[src/rtl/cust_nreg_pkg.sv]
// Shared types for the custom N-bit shift register receive path.
// Latency: none (types and constant helpers only). Backpressure: n/a.
package cust_nreg_pkg;

  typedef enum logic [1:0] {
    IDLE   = 2'd0,
    SHIFT  = 2'd1,
    PARITY = 2'd2
  } deser_state_t;

  // Bit counter must be able to hold N itself.
  function automatic int cnt_width(input int n);
    return $clog2(n + 1);
  endfunction

endpackage

[src/rtl/cust_nreg_fifo.sv]
// Synchronous word FIFO, pop-before-push when full, head word gated to 0 when empty.
// Latency: push visible on the next edge. Backpressure: push ignored when full unless popping.
module cust_nreg_fifo #(
  parameter int W     = 8,
  parameter int DEPTH = 2
) (
  input  logic                   clk,
  input  logic                   rst,
  input  logic                   push,
  input  logic                   pop,
  input  logic [W-1:0]           din,
  output logic [W-1:0]           dout,
  output logic                   full,
  output logic                   empty,
  output logic [$clog2(DEPTH):0] level
);
  localparam int AW = $clog2(DEPTH);

  logic [W-1:0]  mem_q [DEPTH];
  logic [AW-1:0] wr_q, rd_q;
  logic [AW:0]   cnt_q;
  logic          do_pop, do_push;

  assign empty   = (cnt_q == '0);
  assign full    = (cnt_q == (AW+1)'(DEPTH));
  assign do_pop  = pop & ~empty;
  assign do_push = push & (~full | do_pop);
  assign level   = cnt_q;
  assign dout    = empty ? '0 : mem_q[rd_q];

  // Pointers wrap naturally because DEPTH is a power of two.
  always_ff @(posedge clk or posedge rst) begin
    if (rst) begin
      wr_q  <= '0;
      rd_q  <= '0;
      cnt_q <= '0;
    end else begin
      if (do_push) wr_q <= wr_q + 1'b1;
      if (do_pop)  rd_q <= rd_q + 1'b1;
      if (do_push && !do_pop)      cnt_q <= cnt_q + 1'b1;
      else if (!do_push && do_pop) cnt_q <= cnt_q - 1'b1;
    end
  end

  always_ff @(posedge clk) begin
    if (do_push) mem_q[wr_q] <= din;
  end

endmodule

[src/rtl/cust_nreg_deser.sv]
// MSB-first serial-to-parallel receiver with output FIFO and sticky fault flags; parity via CUST_NREG_DESER_PARITY_EN.
// Latency: word on dout the edge after its last bit. Backpressure: full FIFO drops words (overrun), no input stall.
module cust_nreg_deser
  import cust_nreg_pkg::*;
#(
  parameter int N     = 8,
  parameter int DEPTH = 2
) (
  input  logic                   clk,
  input  logic                   rst,
  input  logic                   sin,
  input  logic                   sin_valid,
  input  logic                   start,
  output logic [N-1:0]           dout,
  output logic                   dout_valid,
  input  logic                   dout_ready,
  output logic                   busy,
  output logic [$clog2(DEPTH):0] level,
  output logic                   overrun,
  output logic                   frame_err,
  output logic                   par_err,
  input  logic                   clr_err
);
  localparam int CW = cnt_width(N);

  deser_state_t  state_q, state_d;
  logic [CW-1:0] cnt_q, cnt_d;
  logic [N-1:0]  sh_q, sh_d;
  logic [N-1:0]  word_dat;
  logic          word_done, frame_ev, ovr_ev;
  logic          ovr_q, ferr_q;
  logic          fifo_full, fifo_empty;
`ifdef CUST_NREG_DESER_PARITY_EN
  logic          par_ev, perr_q;
`endif

  always_comb begin
    state_d   = state_q;
    cnt_d     = cnt_q;
    sh_d      = sh_q;
    word_done = 1'b0;
    word_dat  = sh_q;
    frame_ev  = 1'b0;
`ifdef CUST_NREG_DESER_PARITY_EN
    par_ev    = 1'b0;
`endif
    if (sin_valid) begin
      if (start) begin
        // A start always wins, even on what would have been the last bit.
        frame_ev = (state_q != IDLE);
        state_d  = SHIFT;
        cnt_d    = CW'(1);
        sh_d     = {{(N-1){1'b0}}, sin};
      end else begin
        case (state_q)
          SHIFT: begin
            sh_d = {sh_q[N-2:0], sin};
            if (cnt_q == CW'(N-1)) begin
`ifdef CUST_NREG_DESER_PARITY_EN
              state_d = PARITY;
              cnt_d   = CW'(N);
`else
              state_d   = IDLE;
              cnt_d     = '0;
              word_done = 1'b1;
              word_dat  = sh_d;
`endif
            end else begin
              cnt_d = cnt_q + 1'b1;
            end
          end
`ifdef CUST_NREG_DESER_PARITY_EN
          PARITY: begin
            state_d = IDLE;
            cnt_d   = '0;
            if ((^sh_q) == sin) word_done = 1'b1;
            else                par_ev    = 1'b1;
          end
`endif
          default: ;
        endcase
      end
    end
  end

  always_ff @(posedge clk or posedge rst) begin
    if (rst) begin
      state_q <= IDLE;
      cnt_q   <= '0;
      sh_q    <= '0;
    end else begin
      state_q <= state_d;
      cnt_q   <= cnt_d;
      sh_q    <= sh_d;
    end
  end

  cust_nreg_fifo #(
    .W     (N),
    .DEPTH (DEPTH)
  ) u_fifo (
    .clk   (clk),
    .rst   (rst),
    .push  (word_done),
    .pop   (dout_ready),
    .din   (word_dat),
    .dout  (dout),
    .full  (fifo_full),
    .empty (fifo_empty),
    .level (level)
  );

  assign dout_valid = ~fifo_empty;
  assign busy       = (state_q != IDLE);
  assign ovr_ev     = word_done & fifo_full & ~(dout_valid & dout_ready);

  // New events take priority over a same-cycle clear.
  always_ff @(posedge clk or posedge rst) begin
    if (rst) begin
      ovr_q  <= 1'b0;
      ferr_q <= 1'b0;
    end else begin
      ovr_q  <= (ovr_q  & ~clr_err) | ovr_ev;
      ferr_q <= (ferr_q & ~clr_err) | frame_ev;
    end
  end

  assign overrun   = ovr_q;
  assign frame_err = ferr_q;

`ifdef CUST_NREG_DESER_PARITY_EN
  always_ff @(posedge clk or posedge rst) begin
    if (rst) perr_q <= 1'b0;
    else     perr_q <= (perr_q & ~clr_err) | par_ev;
  end
  assign par_err = perr_q;
`else
  assign par_err = 1'b0;
`endif

endmodule

[config.mk]
export PLATFORM = sky130hd
export DESIGN_NAME = cust_nreg_deser
export DESIGN_NICKNAME = d
export VERILOG_FILES = /design/src/rtl/cust_nreg_pkg.sv /design/src/rtl/cust_nreg_fifo.sv /design/src/rtl/cust_nreg_deser.sv
export SDC_FILE = /design/constraint.sdc
export NUM_CORES = 1
export LEC_CHECK = 0
export CAP_MARGIN = 5
export CORE_UTILIZATION = 50
export CTS_CLUSTER_DIAMETER = 150
export DETAILED_ROUTE_END_ITERATION = 10
export GPL_ROUTABILITY_DRIVEN = 1
export PLACE_DENSITY = 0.72
export RECOVER_POWER = 50
export SYNTH_ARGS = -nofsm -noshare
export SYNTH_HDL_FRONTEND = slang
export SYNTH_SLANG_ARGS = --single-unit
[constraint.sdc]
create_clock -name clk -period 3.5 [get_ports clk]
set_clock_uncertainty 0.05 [all_clocks]
set_input_delay 0.7 -clock clk [delete_from_list [all_inputs] [get_ports clk]]
set_output_delay 0.7 -clock clk [all_outputs]
set_load 0.03 [all_outputs]
==> metrics, run 1 <==
root buffer cell=clkbuf_4; sw frac=a little over a third; yosys synthesis warning count=0; drt first pass iters=4; die extent in y=slightly below 60 microns; Synth Flop Type=dfrtp_1; Setup CP Type=reg2out; pwr/cell area=between 600 and 700 nW/um^2; Tcrit/Tclk final=approximately 77%; fin cells=around 190; clk buf depth=2; Mapped Cells=approximately 120; Worst Tran Pin Value=0.787 ns; internal power=between 0.8 and 0.9 mW; syn nets=around 130; Reg2Reg Depth=4; hold-fix buffers at CTS=0; final worst path period need=2.71 ns; Yosys reg bits=35; adder-cell share of the synthesized area=under 10%; largest net degree at the start of global routing=20; Buffers on Ports=20; Vias=995; main combinational cell family by area after synthesis=multiplexers; status=finished clean; number of core rows=20; CP endpoint kind=primary output; Die Width=~59 microns; Reg power frac=between 40% and 50%; Cells after DPL=between 150 and 200; Slew headroom=between 40% and 50%; clock share of power=approximately a fifth; clk_lat worst skew=about 0.33 ns; post_cts resized=0; Final Max Tran Viols=0; dominant cells by area after synthesis=edfxtp_1 (30%), dfrtp_1 (30%), mux2i_1 (5.0%); number of flops mapped to enable cells by yosys=16; post-layout util=approximately three fifths; post-synth top area share=between 20% and 30%; htree depth=2; Gate power share=approximately 36%; GRT Util Overall=between 10% and 20%; Final nets=roughly 150; post-synthesis sequential area ratio=between 50% and 60%; Die Area=3440 sq um; R2R Path Start=cnt_q[0]; initial DRC count=28; worst hold path depth=1; # diodes=0; starting density of the core=a little over half; Filler cells=~270; compound-gate portion of the synthesized area=under 10%; r2r setup slk=1.32 ns; final hold vios=0; Setup TNS Final=0 ns; simple-gate share of the synthesized area=a little over a tenth; DRT antenna net count=0; worst min path class=reg2reg; max cap viols=0; P&R area growth vs syn=17.1%; crit path max fanout=9; critical path launch point type=flip-flop; clock sinks=35; routed wire length=about 2600 microns; WHS Endpoint=u_fifo.wr_q; cell taking the most area after synthesis=edfxtp_1; worst hold start=u_fifo.wr_q; I/O pins=22; Async SR Flop Fraction=between 50% and 60%; DRC=0; mux share of post-synthesis cell area=between 10 and 15%; DP Wirelength=roughly 1900 microns; vias in the first global route=roughly 990; Net Sw Power=0.459 mW; GPL Wtd Cong=between 0.6 and 0.7; peak supply drop=0.000351 V; Overflow after GRT=0; Leak=0.791 nW; Clk pin slew, worst setup/hold paths=~0.1 ns; first-pass GRT wire length=between 4000 and 5000 microns; Post-Synth XOR/XNOR Area=under 10%; RSZ-0062 raised after global routing=false; Routed wire per std cell=between 10 and 15 microns; f_max=0.369 GHz; Mapped Avg Cell Area=13.1 sq um; Unique masters post-synth=36; Critical Path RT=roughly 2.8 ns; cell area after synthesis=1610 sq um; initial antenna violation count=0; layout cells sized above 1=14.5%; Setup violations, final=0; Via density=approximately 5.3; core area=between 3000 and 4000 sq um; CTS Buf Count=5; FF-to-FF End=u_fifo.mem_q[0][5]; CTS tree=built; Post-CTS Setup Repair Bufs=0; Critical Path AT=1.96 ns
[stage by stage]
step | area, sq um | hold slack (ns) | setup WS [ns] | total power [mW]
after floorplan | 1610 | 0.405 | 1.29 | 0.875
after global placement | 1820 | 0.422 | 0.688 | 1.03
after detailed placement | 1820 | 0.449 | 0.636 | 1.05
after CTS | 1900 | 0.467 | 0.768 | 1.32
after global routing | 1880 | 0.480 | 0.618 | 1.38
final | 1880 | 0.457 | 0.788 | 1.30
[cells in the final DEF (no fill, tap or decap), drive strengths merged]
master,n
and4b,1
o21ai,5
o21a,2
xnor2,2
ha,2
mux2,8
conb,1
and3,1
xor2,3
and3b,2
clkinv,2
nand3,4
clkbuf,6
dfrtp,19
inv,7
nor3,1
a221o,1
nor2b,1
nor2,10
mux2i,8
nor4b,1
and4,1
edfxtp,16
a21oi,1
bufinv,1
clkdlybuf4s50,14
nand2,4
or3b,1
o22ai,4
and2,2
a22o,8
dlygate4sd3,6
[layer usage]
metal  track usage [%]  part of all wire, %  vias up
met5                 0                    0        -
met4              7.14                  1.6        0
met3              6.59                  4.1        5
met2              30.0                   51       17
met1              21.6                   43      491
li1                  -                    -      482
[Yosys cell counts (2+ instances only)]
library cell and instances:
nor2_1 10, o22ai_1 4, nand3_1 4, ha_1 2, mux2i_1 8, a22o_1 3, dfrtp_1 19, mux2_2 7
xnor2_1 2, and3b_1 2, buf_6 2, xor2_1 3, o21ai_0 4, buf_2 3, a22o_2 5, inv_1 7
edfxtp_1 16, nand2_1 3, o21a_1 2
[area by class of cell]
class	instances	area, sq um	share of cell area, %
Tap cell	44	55.1	2.93
Timing Repair Buffer	21	204	10.9
Sequential cell	35	956	50.9
Multi-Input combinational cell	74	562	29.9
Inverter	7	26.3	1.40
Clock inverter	3	38.8	2.06
Clock buffer	5	37.5	2.00
[registers in the layout, indices dropped and copies added, names as in the netlist]
register      count
u_fifo.wr_q       1
overrun           1
sh_q              8
u_fifo.mem_q     16
frame_err         1
u_fifo.level      2
u_fifo.rd_q       1
state_q           1
cnt_q             4
[power groups by stage]
| stage | registers [mW] | logic (mW) | clock network (mW) |
|---|---|---|---|
| after floorplan | 0.559 | 0.315 | 0 |
| after global placement | 0.564 | 0.469 | 0 |
| after detailed placement | 0.569 | 0.478 | 0 |
| after CTS | 0.561 | 0.480 | 0.280 |
| after global routing | 0.573 | 0.501 | 0.305 |
| final | 0.559 | 0.471 | 0.274 |
[worst max-delay path, stage by stage, from the launching register on]
cell	delay, ns
dfrtp_1	0.46
nor2_1	0.46
nor2_1	0.11
clkdlybuf4s50_1	0.61
[worst max path at each step]
stage / start / endpoint / slack, ns / cells past startpoint
4_1_cts: u_fifo.level[0] / dout[5] / 0.77 / 3
2_1_floorplan: start / u_fifo.mem_q[0][0] / 1.29 / 5
3_5_place_dp: sin_valid / u_fifo.mem_q[0][1] / 0.64 / 4
3_3_place_gp: sin_valid / u_fifo.mem_q[0][2] / 0.69 / 4
5_1_grt: u_fifo.level[0] / dout[1] / 0.62 / 3
6_report: u_fifo.level[0] / dout[5] / 0.79 / 3
[kinds of logic (layout without fill, tap and decap cells)]
family / Yosys count / count (layout)
mux: 16 / 16
xor+xnor: 5 / 5
other cells: 1 / 1
buf+inv: 14 / 36
flops: 35 / 35
fa+ha+maj: 2 / 2
compound gates: 21 / 21
simple gates: 29 / 29
No activity file was read; power rests on OpenSTA's default activity.
==> run 2: changes to the inputs <==
- clock period: 3.5 -> 2.6 ns (I/O delays scaled with it)
==> run 2 against run 1 <==
- hold slack worse by 0.014 ns
- sequential share of layout area hardly changed
- combinational power is 37% higher
- register-to-register slack worse by 0.86 ns
- final area is 0.13% higher
- final cell count is 2.6% higher
- critical path depth is 1 higher
- global-route usage is 0.46 points higher
- core utilization is 0.082 points higher
- non-clock buffer count is 5 higher
- highest routed layer unchanged
- clock power hardly changed
==> metrics, run 2 (synthesis gave the netlist of run 1 again) <==
# diodes=0; Critical Path RT=slightly above 2 ns; max FFs per register=16; worst hold path depth=1; routed wire length=between 2000 and 3000 microns; GRT Util Overall=18.6%; critical path launch point type=flip-flop; WHS Endpoint=u_fifo.wr_q; GRT met1 Usage=approximately 23%; Setup TNS Final=0 ns; f_max=0.419 GHz; root buffer cell=clkbuf_4; clock share of power=between 10% and 20%; Setup violations, final=0; Clk pin slew, worst setup/hold paths=approximately 0.10 ns; biggest regs=u_fifo.mem_q x16, sh_q x8, cnt_q x4; CTS Buf Count=5; Reg power frac=45.2%; number of core rows=20; Final nets=158; Setup CP Type=reg2out; Routed wire per std cell=13.9 microns; pwr/cell area=between 800 and 900 nW/um^2; initial DRC count=21; DP Area=1860 sq um; Vias=approximately 1000; post_cts resized=0; GRT met3 Usage=under 10%; r2r setup slk=between 0.4 and 0.5 ns; Net Sw Power=~0.62 mW; worst slack, placed=~0.27 ns; DRT antenna net count=0; clk_lat worst skew=~0.33 ns; commonest non-fill, non-tap cells in the layout=dfrtp_1 (18), clkdlybuf4s50_1 (17), edfxtp_1 (16), nor2_1 (10), mux2i_1 (8); die extent in y=between 50 and 60 microns; initial antenna violation count=0; Critical Path AT=1.81 ns; Die Width=about 59 microns; max cap viols=0; Tcrit/Tclk final=between 90% and 100%; Buffers on Ports=20; final hold vios=0; Largest Register=u_fifo.mem_q; GPL Wtd Cong=between 0.6 and 0.7; Filler cells=260; Post-CTS Setup Repair Bufs=0; Via density=roughly 5; Largest delay share family, worst path=buffers and inverters; Slew headroom=approximately half; final instance area=between 1500 and 2000 sq um; CP Buf/Inv Count=2; setup ws final=~0.22 ns; Worst path slowest cell=clkdlybuf4s50_1; gr busiest metal=met2; first-pass GRT wire length=around 4500 microns; Pwr Total=approximately 1.7 mW; FF-to-FF End=u_fifo.mem_q[1][5]; htree depth=2; Final Max Tran Viols=0; Die Area=roughly 3400 sq um; final worst path period need=between 2 and 2.5 ns; P&R area growth vs syn=17.2%; internal power=around 1.1 mW; Worst Tran Pin Value=between 0.7 and 0.8 ns; drt first pass iters=4; most frequent CP cell=nor2_1; DRC=0; status=finished clean; largest net degree at the start of global routing=20; CP endpoint kind=primary output; CTS tree=built; I/O pins=22; DP Wirelength=~1800 microns; met2 Usage GRT=29.1%; peak supply drop=slightly above 0.0004 V; clk buf depth=2; vias in the first global route=between 900 and 1000; Leak=~0.79 nW; Reg2Reg Depth=4; CP peak stage delay=approximately 0.67 ns; Overflow after GRT=0; post-layout util=61.6%; clock sinks=35; most common cell after layout, fill and taps aside=dfrtp_1; starting density of the core=between 50% and 60%; RSZ-0062 raised after global routing=false; worst min path class=reg2reg; hold-fix buffers at CTS=0; layout cells sized above 1=between 10% and 20%; worst hold start=u_fifo.wr_q; sw frac=between 30% and 40%; crit path max fanout=9; Gate power share=between 30% and 40%; R2R Path Start=state_q[0]; core area=between 3000 and 4000 sq um; crit path cell chain=nor2_1, buf_4, nor2_1, clkdlybuf4s50_1
run 2: cell count changes in the layout (fill, tap and decap cells not counted):
cell / delta
dfrtp_1: -1
buf_4: +3
bufinv_16: -1
and2_4: -1
dlygate4sd3_1: -3
and2_0: +1
mux2_1: +1
clkdlybuf4s50_1: +3
dfrtp_2: +1
clkbuf_1: +3
mux2_2: -1
run 2: final cells by class:
cell class / count / area (sq um) / share of cell area [%]
Tap cell: 44 / 55.1 / 2.93
Timing Repair Buffer: 26 / 234 / 12.4
Sequential cell: 35 / 957 / 50.9
Multi-Input combinational cell: 74 / 559 / 29.7
Clock buffer: 6 / 41.3 / 2.19
Inverter: 7 / 26.3 / 1.40
Clock inverter: 2 / 8.76 / 0.465
run 2: worst max-delay path by stage:
stage          slack, ns                 end       startpoint  cells after the start
6_report            0.22             dout[1]  u_fifo.level[0]                      4
5_1_grt             0.08             dout[7]  u_fifo.level[0]                      4
4_1_cts             0.07             dout[2]      u_fifo.rd_q                      3
3_5_place_dp        0.27     u_fifo.level[1]       dout_ready                      7
3_3_place_gp        0.40     u_fifo.level[1]       dout_ready                      6
2_1_floorplan       0.57  u_fifo.mem_q[0][0]            start                      5
run 2: routing by layer:
metal / part of all wire, % / wire [microns]
met5: 0 / 0
met4: 1.9 / 51
met3: 3.5 / 94
met2: 49 / 1310
met1: 46 / 1240
run 2: metrics by stage:
stage,hold WS [ns],instances
floorplan,0.405,123
global placement,0.420,186
detailed placement,0.430,186
CTS,0.446,194
global route,0.483,194
finish,0.444,194
run 2: power groups by stage:
stage	Sequential (mW)	Combinational [mW]	Clock, mW
floorplan	0.753	0.425	0
global placement	0.760	0.645	0
detailed placement	0.774	0.657	0
CTS	0.762	0.660	0.283
global route	0.776	0.690	0.316
finish	0.759	0.644	0.275
run 2: worst register-to-register path, stage by stage (launching register included):
cell	delay [ns]
dfrtp_1	0.58
and3b_1	0.26
clkbuf_1	0.31
nand2_1	0.29
mux2_1	0.40
